### config.mk
export PLATFORM = sky130hd
export DESIGN_NAME = fir_decim_fifo
export DESIGN_NICKNAME = d
export VERILOG_FILES = /design/src/rtl/fir_pkg.sv /design/src/rtl/fir_decim_fifo_sync_fifo.sv /design/src/rtl/fir_decim_fifo.sv
export SDC_FILE = /design/constraint.sdc
export NUM_CORES = 1
export LEC_CHECK = 0
export ABC_AREA = 1
export CORE_ASPECT_RATIO = 0.8
export CORE_UTILIZATION = 24
export DETAILED_ROUTE_END_ITERATION = 16
export PLACE_DENSITY = 0.48
export SLEW_MARGIN = 0
export SYNTH_ARGS = -nofsm -noshare
export SYNTH_HDL_FRONTEND = slang
export SYNTH_SLANG_ARGS = --single-unit
### constraint.sdc
create_clock -name clk -period 2.2 [get_ports clk]
set_input_delay 0.22 -clock clk [delete_from_list [all_inputs] [get_ports clk]]
set_output_delay 0.22 -clock clk [all_outputs]
set_load 0.1 [all_outputs]
### src/rtl/fir_pkg.sv
// ----------------------------------------------------------------------------
// fir_pkg
// Shared definitions for the FIR processing chain.
//   FIR_DATA_W    : sample width produced by the 21-tap symmetric FIR
//   ST_*          : status-bit encoding shared by the FIR-chain stages
//   fir_status_t  : packed view of the same status bits
//   clog2()       : elaboration-time ceiling log2 helper
// ----------------------------------------------------------------------------
package fir_pkg;

    localparam int FIR_DATA_W   = 12;

    // Status-bit positions used by every stage that reports status upstream.
    localparam int ST_VALID_BIT = 0;
    localparam int ST_OVF_BIT   = 1;
    localparam int ST_W         = 2;

    typedef struct packed {
        logic ovf;
        logic valid;
    } fir_status_t;

    // Ceiling log2; returns 0 for values of 0 or 1.
    function automatic int clog2(input int value);
        int r;
        r = 0;
        for (int i = 0; i < 31; i++) begin
            if ((32'sd1 << i) < value) begin
                r = i + 1;
            end else begin
                r = r;
            end
        end
        return r;
    endfunction

endpackage

### src/rtl/fir_decim_fifo_sync_fifo.sv
// ----------------------------------------------------------------------------
// sync_fifo
// First-word fall-through synchronous FIFO with explicit level tracking.
// A push into a full FIFO is dropped (drop_o pulses) unless a pop happens in
// the same cycle. Memory contents are not reset.
// Ports:
//   clk      in   clock, rising edge
//   rst      in   asynchronous active-low reset
//   push_i   in   write wdata_i this cycle
//   wdata_i  in   DATA_W write data
//   pop_i    in   consumer takes the head (ignored while empty)
//   rdata_o  out  head entry, 0 while empty
//   valid_o  out  FIFO not empty
//   level_o  out  occupancy 0..DEPTH
//   drop_o   out  push was discarded because the FIFO was full
// ----------------------------------------------------------------------------
module sync_fifo
    import fir_pkg::*;
#(
    parameter int  DATA_W = FIR_DATA_W,
    parameter int  DEPTH  = 8,
    localparam int AW     = clog2(DEPTH)
) (
    input  logic              clk,
    input  logic              rst,
    input  logic              push_i,
    input  logic [DATA_W-1:0] wdata_i,
    input  logic              pop_i,
    output logic [DATA_W-1:0] rdata_o,
    output logic              valid_o,
    output logic [AW:0]       level_o,
    output logic              drop_o
);

    localparam logic [AW:0] LEVEL_FULL = (AW+1)'(DEPTH);

    logic [DATA_W-1:0] mem_q [DEPTH];
    logic [AW-1:0]     wr_ptr_q, wr_ptr_d;
    logic [AW-1:0]     rd_ptr_q, rd_ptr_d;
    logic [AW:0]       level_q, level_d;
    logic              empty_s, full_s, pop_s, push_s;

    // Qualify push/pop against occupancy and compute next pointers/level.
    always_comb begin
        empty_s = (level_q == {(AW+1){1'b0}});
        full_s  = (level_q == LEVEL_FULL);
        pop_s   = pop_i && !empty_s;
        // A pop in the same cycle frees a slot, so a full FIFO still accepts.
        push_s  = push_i && (!full_s || pop_s);
        drop_o  = push_i && full_s && !pop_s;

        wr_ptr_d = push_s ? (wr_ptr_q + AW'(1)) : wr_ptr_q;
        rd_ptr_d = pop_s  ? (rd_ptr_q + AW'(1)) : rd_ptr_q;

        case ({push_s, pop_s})
            2'b10:   level_d = level_q + (AW+1)'(1);
            2'b01:   level_d = level_q - (AW+1)'(1);
            default: level_d = level_q;
        endcase
    end

    // Pointer and level state.
    always_ff @(posedge clk or negedge rst) begin
        if (!rst) begin
            wr_ptr_q <= {AW{1'b0}};
            rd_ptr_q <= {AW{1'b0}};
            level_q  <= {(AW+1){1'b0}};
        end else begin
            wr_ptr_q <= wr_ptr_d;
            rd_ptr_q <= rd_ptr_d;
            level_q  <= level_d;
        end
    end

    // Storage array; intentionally not reset.
    always_ff @(posedge clk) begin
        if (push_s) begin
            mem_q[wr_ptr_q] <= wdata_i;
        end
    end

    // Fall-through head; forced to zero while empty so stale data never leaks.
    always_comb begin
        valid_o = !empty_s;
        level_o = level_q;
        rdata_o = empty_s ? {DATA_W{1'b0}} : mem_q[rd_ptr_q];
    end

endmodule

### src/rtl/fir_decim_fifo.sv
// ----------------------------------------------------------------------------
// fir_decim_fifo
// Decimating buffer stage downstream of the 21-tap symmetric FIR. Keeps one
// sample out of every DECIM valid input samples, buffers kept samples in a
// FWFT FIFO and presents them on a valid/ready interface. A sticky overflow
// flag records kept samples lost to a full FIFO.
//
// Build option: macro FIR_DECIM_AVG_EN
//   undefined : pick mode, the last sample of each DECIM group is kept
//   defined   : average mode, the rounded mean of each DECIM group is kept
//
// Ports:
//   clk        in   clock, rising edge
//   rst        in   asynchronous active-low reset
//   in_data    in   DATA_W signed FIR output sample
//   in_valid   in   in_data carries a new sample
//   out_data   out  FIFO head, 0 while out_valid=0
//   out_valid  out  FIFO not empty
//   out_ready  in   sink accepts the head when out_valid=1
//   level      out  FIFO occupancy 0..FIFO_DEPTH
//   overflow   out  sticky lost-sample flag
//   clr_ovf    in   synchronous clear of overflow (an overflow event wins)
// ----------------------------------------------------------------------------
module fir_decim_fifo
    import fir_pkg::*;
#(
    parameter int  DATA_W     = FIR_DATA_W,
    parameter int  DECIM      = 4,
    parameter int  FIFO_DEPTH = 8,
    localparam int AW         = clog2(FIFO_DEPTH)
) (
    input  logic              clk,
    input  logic              rst,
    input  logic [DATA_W-1:0] in_data,
    input  logic              in_valid,
    output logic [DATA_W-1:0] out_data,
    output logic              out_valid,
    input  logic              out_ready,
    output logic [AW:0]       level,
    output logic              overflow,
    input  logic              clr_ovf
);

    // S is the shift that turns a DECIM-sample sum into a mean.
    localparam int            S    = clog2(DECIM);
    localparam int            PW   = (S > 0) ? S : 1;
    localparam logic [PW-1:0] LAST = PW'(DECIM - 1);

    logic [PW-1:0]     phase_q, phase_d;
    logic              last_s;
    logic              push_s;
    logic [DATA_W-1:0] push_data_s;
    logic              drop_s;
    logic              ovf_q, ovf_d;

    // Phase counter advances only on valid samples; the group closes at LAST.
    always_comb begin
        last_s = (phase_q == LAST);
        push_s = in_valid && last_s;
        if (in_valid) begin
            phase_d = last_s ? {PW{1'b0}} : (phase_q + PW'(1));
        end else begin
            phase_d = phase_q;
        end
    end

    // Phase register.
    always_ff @(posedge clk or negedge rst) begin
        if (!rst) begin
            phase_q <= {PW{1'b0}};
        end else begin
            phase_q <= phase_d;
        end
    end

`ifdef FIR_DECIM_AVG_EN
    // Accumulator holds the partial sum of up to DECIM-1 samples.
    localparam int                SW  = DATA_W + S + 1;
    localparam logic [SW-1:0]     RND = SW'((2 ** S) / 2);

    logic [DATA_W+S-1:0] acc_q, acc_d;
    logic [SW-1:0]       sum_s, rsum_s, shf_s;
    logic                unused_shf_s;

    // Sign-extended running sum, half-up rounding and arithmetic shift.
    always_comb begin
        sum_s  = {acc_q[DATA_W+S-1], acc_q}
               + {{(S+1){in_data[DATA_W-1]}}, in_data};
        rsum_s = sum_s + RND;
        shf_s  = SW'($signed(rsum_s) >>> S);
        // The mean of DECIM in-range samples always fits DATA_W.
        push_data_s  = shf_s[DATA_W-1:0];
        unused_shf_s = ^shf_s[SW-1:DATA_W];
        if (in_valid) begin
            acc_d = last_s ? {(DATA_W+S){1'b0}} : sum_s[DATA_W+S-1:0];
        end else begin
            acc_d = acc_q;
        end
    end

    // Accumulator register.
    always_ff @(posedge clk or negedge rst) begin
        if (!rst) begin
            acc_q <= {(DATA_W+S){1'b0}};
        end else begin
            acc_q <= acc_d;
        end
    end
`else
    // Pick mode keeps the sample that closes the group.
    always_comb begin
        push_data_s = in_data;
    end
`endif

    sync_fifo #(
        .DATA_W (DATA_W),
        .DEPTH  (FIFO_DEPTH)
    ) u_fifo (
        .clk     (clk),
        .rst     (rst),
        .push_i  (push_s),
        .wdata_i (push_data_s),
        .pop_i   (out_ready),
        .rdata_o (out_data),
        .valid_o (out_valid),
        .level_o (level),
        .drop_o  (drop_s)
    );

    // Sticky overflow: a drop in the same cycle as a clear keeps the flag set.
    always_comb begin
        if (drop_s) begin
            ovf_d = 1'b1;
        end else if (clr_ovf) begin
            ovf_d = 1'b0;
        end else begin
            ovf_d = ovf_q;
        end
    end

    // Overflow register.
    always_ff @(posedge clk or negedge rst) begin
        if (!rst) begin
            ovf_q <= 1'b0;
        end else begin
            ovf_q <= ovf_d;
        end
    end

    assign overflow = ovf_q;

endmodule

==> results of run 1 <==
layout by cell type (no fill, tap or decap), drive strengths merged, types with 9 or more instances in the layout:
cell type      instances
buf                   33
clkbuf                 9
clkdlybuf4s50         16
dfrtp                 13
edfxtp                96
inv                   16
nand2                 38
nor2                  96
o211ai                12
o21ai                 52
o22ai                 13
synthesized netlist by cell type (all sizes together):
cell	n	area, sq um
nand3	5	25.0
o211ai	12	90.1
nand2	38	143
inv	15	56.3
xnor2	3	26.3
a21oi	3	15.0
nor2	96	360
dfrtp	13	325
o21ai	52	260
buf	15	101
o22ai	13	81.3
clkbuf	4	17.5
or2	1	6.26
edfxtp	96	2880
ha	6	75.1
mux2	1	11.3
xor2	3	26.3
registers in the layout (all words and copies together), names as in the netlist:
signal,count
u_fifo.level_o,4
u_fifo.wr_ptr_q,3
phase_q,2
u_fifo.rd_ptr_q,3
overflow,1
u_fifo.mem_q,96
kinds of logic after synthesis:
group	share of synthesized area
AO/OA/AOI/OAI	0.0992
XOR/XNOR	0.0117
buffers and inverters	0.0389
adder cells (fa/ha/maj)	0.0167
flip-flops	0.712
AND/OR/NAND/NOR	0.119
multiplexers	0.00250
layout make-up:
type                    instances  area [sq um]
repair buffers                 49           616
multi-input cells             233          1230
inverters                      15          63.8
clock buffers                   9           225
clock inverters                 7          71.3
well taps                     253           317
flip-flops and latches        109          3220
fillers                      1846         12500
critical path, stage by stage (launching register included):
cell	delay (ps)
dfrtp_2	450
clkinv_4	130
buf_12	210
nor2_1	80
o22ai_2	210
nor2_1	100
nor2_4	140
buf_12	180
timing repair:
action                     4_1_cts  5_1_grt
gates resized for setup          5        8
setup endpoints to repair       11        8
setup buffers                    0        0
through the flow:
stage / TNS (ps) / area, sq um / instances / worst slack, ps
4_1_cts: 0 / 5700 / 675 / 25.6
2_1_floorplan: -1550 / 4590 / 376 / -32.3
3_3_place_gp: 0 / 5390 / 659 / 122
3_5_place_dp: 0 / 5390 / 659 / 65.8
5_1_grt: 0 / 5740 / 675 / 2.35
6_report: 0 / 5740 / 675 / 132
routing by layer:
metal | global-route usage | routed length [um] | up-vias
li1 | - | - | 1402
met1 | 0.149 | 4940 | 1360
met2 | 0.168 | 4590 | 37
met3 | 0.0209 | 252 | 6
met4 | 0.0390 | 107 | 0
met5 | 0 | 0 | -
worst paths after layout:
check	start	to	slack (ps)	depth (start not counted)
max	u_fifo.rd_ptr_q[0]	out_data[5]	130	7
min in group clk	clr_ovf	overflow	460	2
min reg2reg	phase_q[0]	phase_q[0]	490	1
max in group asynchronous	rst	u_fifo.level_o[0]	1530	1
min	rst	u_fifo.rd_ptr_q[1]	250	1
max reg2reg	u_fifo.level_o[0]	u_fifo.level_o[2]	210	12
==> impl_metrics.py, run 1 <==
metrics = {
    "status": {
        "status": "finished clean",
    },
    "floorplan": {
        "row_count": 44,
        "dieArea_sq_um": 19300,
        "start_util": 0.246,
        "die_h_um": 125,
        "core_sq_um": 18300,
        "dieWidth_um": 155,
        "boundaryPins": 35,
    },
    "cts": {
        "cts_max_path_buffers": 2,
        "clk_latency_ps": 340,
        "clk_pin_slew_worst_paths_ps": 70,
        "cts_tree": "done",
        "cts_sinks": 109,
        "cts-root-buf": "clkbuf_16",
        "htree_levels": 3,
        "cts_buffers": 9,
        "hold_buffers": 0,
    },
    "sta": {
        "worstMarginPinSlew_ps": 583,
        "fin_crit_ps": 2070,
        "rsz0062_at_grt": "false",
        "hold_ws_ps": 253,
        "max_freq_ghz": 0.484,
        "drv_slew": 0,
        "slew_headroom": 0.610,
        "fin_worst_skew_ps": 6.65,
        "fin_crit_sh": 0.940,
        "setup_viol": 0,
        "hold_viol_final": 0,
    },
    "final_layout": {
        "area_growth_pct": 27.4,
        "diodes": 0,
        "drive_above_1_share": 0.178,
        "fin_util": 0.314,
        "nets": 440,
    },
    "yosys": {
        "synth_cell_types": 22,
        "syn_nets": 399,
        "syn_avg_cell_area_sq_um": 12.0,
        "yosysSeqAreaShare": 0.712,
        "synth-seq-cells": 109,
        "netlist_instances": 376,
        "ys_warn_count": 0,
        "netlist_area_sq_um": 4500,
    },
    "setup_path": {
        "arrival_ps": 1850,
        "end_kind": "primary output",
        "start_kind": "register",
        "critPathRequiredTime_ps": 1980,
        "crit_fanout": 36,
        "path_class": "reg -> out",
    },
    "route": {
        "ant_nets": 0,
        "post_drt_wl_per_cell_um": 14.7,
        "drt-total-wl_mm": 9.89,
        "via_per_inst": 4.16,
        "remaining_drc_errors": 0,
        "via_count": 2805,
        "dr.pass1.iters": 5,
        "drt_iter0_markers": 175,
    },
    "hold_path": {
        "hold_class": "in -> async",
    },
    "placed_design": {
        "port_buffers": 34,
        "globalplace.congestion": 0.727,
        "hpwl_mm": 6.55,
    },
    "grt": {
        "antenna_found_initial": 0,
        "track_usage": 0.108,
        "globalRouteOverflowTotal": 0,
        "grt_pass1_wl_mm": 15.6,
        "grt_pass1_vias": 2791,
        "grt_max_degree": 37,
    },
    "job": {
        "drv_cap": 0,
    },
}
Power of run 1 is left out: the tool's default activity adds up to more than one toggle a clock period on the data nets, which glitch-free logic cannot reach.
==> run 2: changes to the inputs <==
DONT_BUFFER_PORTS = 1   (was not set)
PLACE_DENSITY = 0.45   (was 0.48)
==> impl_metrics.py, run 2 (same netlist as run 1, synthesis figures left out) <==
metrics = {
    "route": {
        "drt_iter0_markers": 245,
        "via_count": 2893,
        "drt-total-wl_mm": 10.7,
        "ant_nets": 0,
        "post_drt_wl_per_cell_um": 15.7,
        "remaining_drc_errors": 0,
        "via_per_inst": 4.25,
        "dr.pass1.iters": 4,
    },
    "floorplan": {
        "row_count": 44,
        "dieArea_sq_um": 19300,
        "die_h_um": 125,
        "boundaryPins": 35,
        "core_sq_um": 18300,
        "dieWidth_um": 155,
        "start_util": 0.246,
    },
    "setup_path": {
        "r2r_start": "phase_q[0]",
        "r2r_end": "u_fifo.level_o[2]",
        "crit_fanout": 7,
        "critPathRequiredTime_ps": 1980,
        "start_kind": "register",
        "path_class": "reg -> out",
        "crit_path_end": "out_data[9]",
        "reg2reg_slack_ps": 210,
        "crit_start": "u_fifo.rd_ptr_q[1]",
        "rr_worst_depth": 12,
        "end_kind": "primary output",
        "arrival_ps": 1850,
    },
    "sta": {
        "fin_crit_ps": 2070,
        "fin_worst_skew_ps": 9.90,
        "max_freq_ghz": 0.483,
        "worstMarginPinSlew_ps": 624,
        "fin_crit_sh": 0.942,
        "hold_ws_ps": 34.9,
        "hold_viol_final": 0,
        "drv_slew": 0,
        "slew_headroom": 0.583,
        "setup_viol": 0,
        "rsz0062_at_grt": "false",
    },
    "grt": {
        "track_usage": 0.116,
        "globalRouteOverflowTotal": 0,
        "grt_pass1_vias": 2698,
        "grt_pass1_wl_mm": 16.5,
        "grt_max_degree": 29,
        "antenna_found_initial": 1,
    },
    "final_layout": {
        "largest_reg_flops": 96,
        "mostFrequentLayoutCells": "edfxtp_1, nor2_1, o21ai_0",
        "mostFrequentLayoutCell": "edfxtp_1",
        "fin_cells": 680,
        "drive_above_1_share": 0.181,
        "area_growth_pct": 28.1,
        "nets": 444,
        "top_register": "u_fifo.mem_q",
        "fin_util": 0.316,
    },
    "cts": {
        "cts_sinks": 109,
        "htree_levels": 3,
        "cts_tree": "done",
        "cts-root-buf": "clkbuf_16",
        "cts_max_path_buffers": 2,
        "clk_latency_ps": 350,
        "clk_pin_slew_worst_paths_ps": 70,
        "cts_buffers": 9,
    },
    "placed_design": {
        "hpwl_mm": 6.62,
        "globalplace.congestion": 0.781,
        "dp_cells": 645,
        "port_buffers": 0,
    },
    "hold_path": {
        "holdCritStartpoint": "in_valid",
        "hold_class": "in -> reg",
    },
    "status": {
        "status": "finished clean",
    },
    "job": {
        "drv_cap": 0,
    },
}
run 2: changes by cell type in the layout (fill, tap and decap cells not counted), sizes merged:
cell           delta
buf               +5
clkinv            +3
clkinvlp          -2
clkdlybuf4s50    -16
diode             +1
dlygate4sd3      +15
bufinv            -1
run 2: stage by stage:
| stage | setup TNS (ps) | area, sq um | setup WS (ps) |
|---|---|---|---|
| global route | 0 | 5760 | 9.31 |
| finish | 0 | 5770 | 128 |
| detailed placement | 0 | 5240 | 197 |
| CTS | 0 | 5710 | 12.4 |
| floorplan | -1550 | 4590 | -32.3 |
| global placement | 0 | 5240 | 220 |
run 2: worst max-delay path, stage by stage (launching register included):
cell and delay, ps:
dfrtp_2 470, buf_4 160, buf_4 150, nor2_1 90, o21ai_0 80, o211ai_1 90
nand2_1 110, nor2_2 170, buf_12 190
run 2: metal layers:
| metal | global-route usage | routed length (um) | vias up |
|---|---|---|---|
| li1 | - | - | 1412 |
| met1 | 0.163 | 5100 | 1421 |
| met2 | 0.178 | 4950 | 49 |
| met3 | 0.0254 | 495 | 11 |
| met4 | 0.0349 | 136 | 0 |
| met5 | 0 | 0 | - |
run 2: what timing repair did:
item,in CTS,in global routing
resized for setup,2,8
hold endpoints to repair,111,0
setup endpoints to repair,12,12
buffers inserted,0,3
cloned,0,0
hold buffers,15,0
pin swaps,0,0
run 2: layout make-up:
type	count	area, sq um
inverters	15	61.3
multi-input cells	233	1200
well taps	253	317
fillers	1843	12500
diodes	1	2.50
clock buffers	9	225
clock inverters	7	88.8
flip-flops and latches	109	3220
repair buffers	53	654
run 2: how the worst min path moves through the flow:
stage,cells past startpoint,endpoint
floorplan,0,overflow
global placement,0,phase_q[0]
detailed placement,0,phase_q[1]
CTS,1,phase_q[1]
global route,1,phase_q[1]
finish,1,phase_q[1]
Power of run 2 is left out for the same reason.
==> run 3: changes to the inputs <==
CTS_CLUSTER_SIZE = 16   (was not set)
GPL_TIMING_DRIVEN = 1   (was not set)
REMOVE_ABC_BUFFERS = 1   (was not set)
==> impl_metrics.py, run 3 (same netlist as run 1, synthesis figures left out) <==
metrics = {
    "final_layout": {
        "mostFrequentLayoutCell": "edfxtp_1",
        "diodes": 0,
        "fillerInstances": 1861,
        "top_register": "u_fifo.mem_q",
        "regArea_sq_um": 3210,
        "multi_input_area_sq_um": 1150,
        "area_growth_pct": 25.5,
        "drive_above_1_share": 0.165,
        "fin_util": 0.309,
        "largest_reg_flops": 96,
        "mostFrequentLayoutCells": "edfxtp_1, nor2_1, o21ai_0",
        "final_area_sq_um": 5650,
        "nets": 443,
    },
    "cts": {
        "cts_max_path_buffers": 2,
        "post_cts_buffers": 0,
        "cts_sinks": 109,
        "cts_tree": "done",
        "clk_pin_slew_worst_paths_ps": 80,
        "cts-root-buf": "clkbuf_16",
        "cts_buffers": 9,
        "clk_latency_ps": 350,
        "htree_levels": 3,
    },
    "sta": {
        "setup_viol": 0,
        "hold_viol_final": 0,
        "slew_headroom": 0.589,
        "tns_ps": 0,
        "hold_ws_ps": 16.6,
        "fin_worst_skew_ps": 10.9,
        "fin_crit_ps": 2050,
        "worstMarginPinSlew_ps": 615,
        "rsz0062_at_grt": "false",
        "fin_crit_sh": 0.932,
        "drv_slew": 0,
        "max_freq_ghz": 0.488,
    },
    "floorplan": {
        "row_count": 44,
        "core_sq_um": 18300,
        "boundaryPins": 35,
        "dieArea_sq_um": 19300,
        "dieWidth_um": 155,
        "start_util": 0.246,
        "die_h_um": 125,
    },
    "route": {
        "remaining_drc_errors": 0,
        "drt-total-wl_mm": 10.2,
        "dr.pass1.iters": 4,
        "drt_iter0_markers": 112,
        "via_count": 2865,
        "via_per_inst": 4.23,
        "ant_nets": 0,
        "post_drt_wl_per_cell_um": 15.0,
    },
    "placed_design": {
        "hpwl_mm": 6.35,
        "port_buffers": 0,
        "place_area_sq_um": 5180,
        "globalplace.congestion": 0.702,
    },
    "hold_path": {
        "hold_class": "in -> reg",
    },
    "grt": {
        "grt_pass1_vias": 2884,
        "grt_pass1_wl_mm": 16.1,
        "globalRouteOverflowTotal": 0,
        "track_usage": 0.114,
        "antenna_found_initial": 0,
        "grt_max_degree": 34,
    },
    "job": {
        "drv_cap": 0,
    },
    "setup_path": {
        "path_class": "reg -> out",
        "critPathRequiredTime_ps": 1980,
        "end_kind": "primary output",
        "start_kind": "register",
        "arrival_ps": 1830,
        "crit_fanout": 13,
    },
    "status": {
        "status": "finished clean",
    },
}
run 3: cell count changes in the layout (fill, tap and decap cells not counted), sizes merged:
| cell | change |
|---|---|
| diode | -1 |
| inv | +3 |
| bufinv | +1 |
| buf | -1 |
| clkinv | -4 |
run 3: path summary, 6_finish.rpt:
kind,startpoint,to,slack (ps),cells past startpoint
max,u_fifo.level_o[2],out_data[8],150,6
min,in_valid,phase_q[1],20,1
max reg2reg,phase_q[0],u_fifo.level_o[2],200,12
min reg2reg,phase_q[0],phase_q[0],490,1
max in group asynchronous,rst,u_fifo.rd_ptr_q[0],1440,1
min in group asynchronous,rst,phase_q[1],310,1
run 3: routing by layer:
layer	share of wire	up-vias	routed length [um]	track usage
met1	0.47	1391	4830	0.148
met3	0.047	8	474	0.0317
met4	0.013	0	137	0.0384
met5	0	-	0	0
met2	0.47	61	4740	0.182
li1	-	1405	-	-
run 3: what timing repair did:
action | CTS | global route
hold buffers | 15 | 0
setup endpoints to repair | 0 | 7
endpoints found under the hold margin | 111 | 0
resized for setup | 0 | 4
run 3: final cells by class:
cell class              instances  share of cell area
clock buffers                   9              0.0398
multi-input cells             233               0.204
well taps                     253              0.0560
clock inverters                 7              0.0157
flip-flops and latches        109               0.568
repair buffers                 52               0.106
inverters                      15             0.00996
run 3: through the flow:
step                instances  setup WS (ps)
CTS                       678           28.2
floorplan                 357          -1530
finish                    678            149
global route              678           18.0
global placement          647            282
detailed placement        647            208
run 3: worst max-delay path: stages (launching register included):
cell	delay, ps
dfrtp_1	430
inv_1	90
nand3_2	90
buf_6	330
nand2_1	120
nor2_2	190
buf_12	200
Power of run 3 is left out for the same reason.
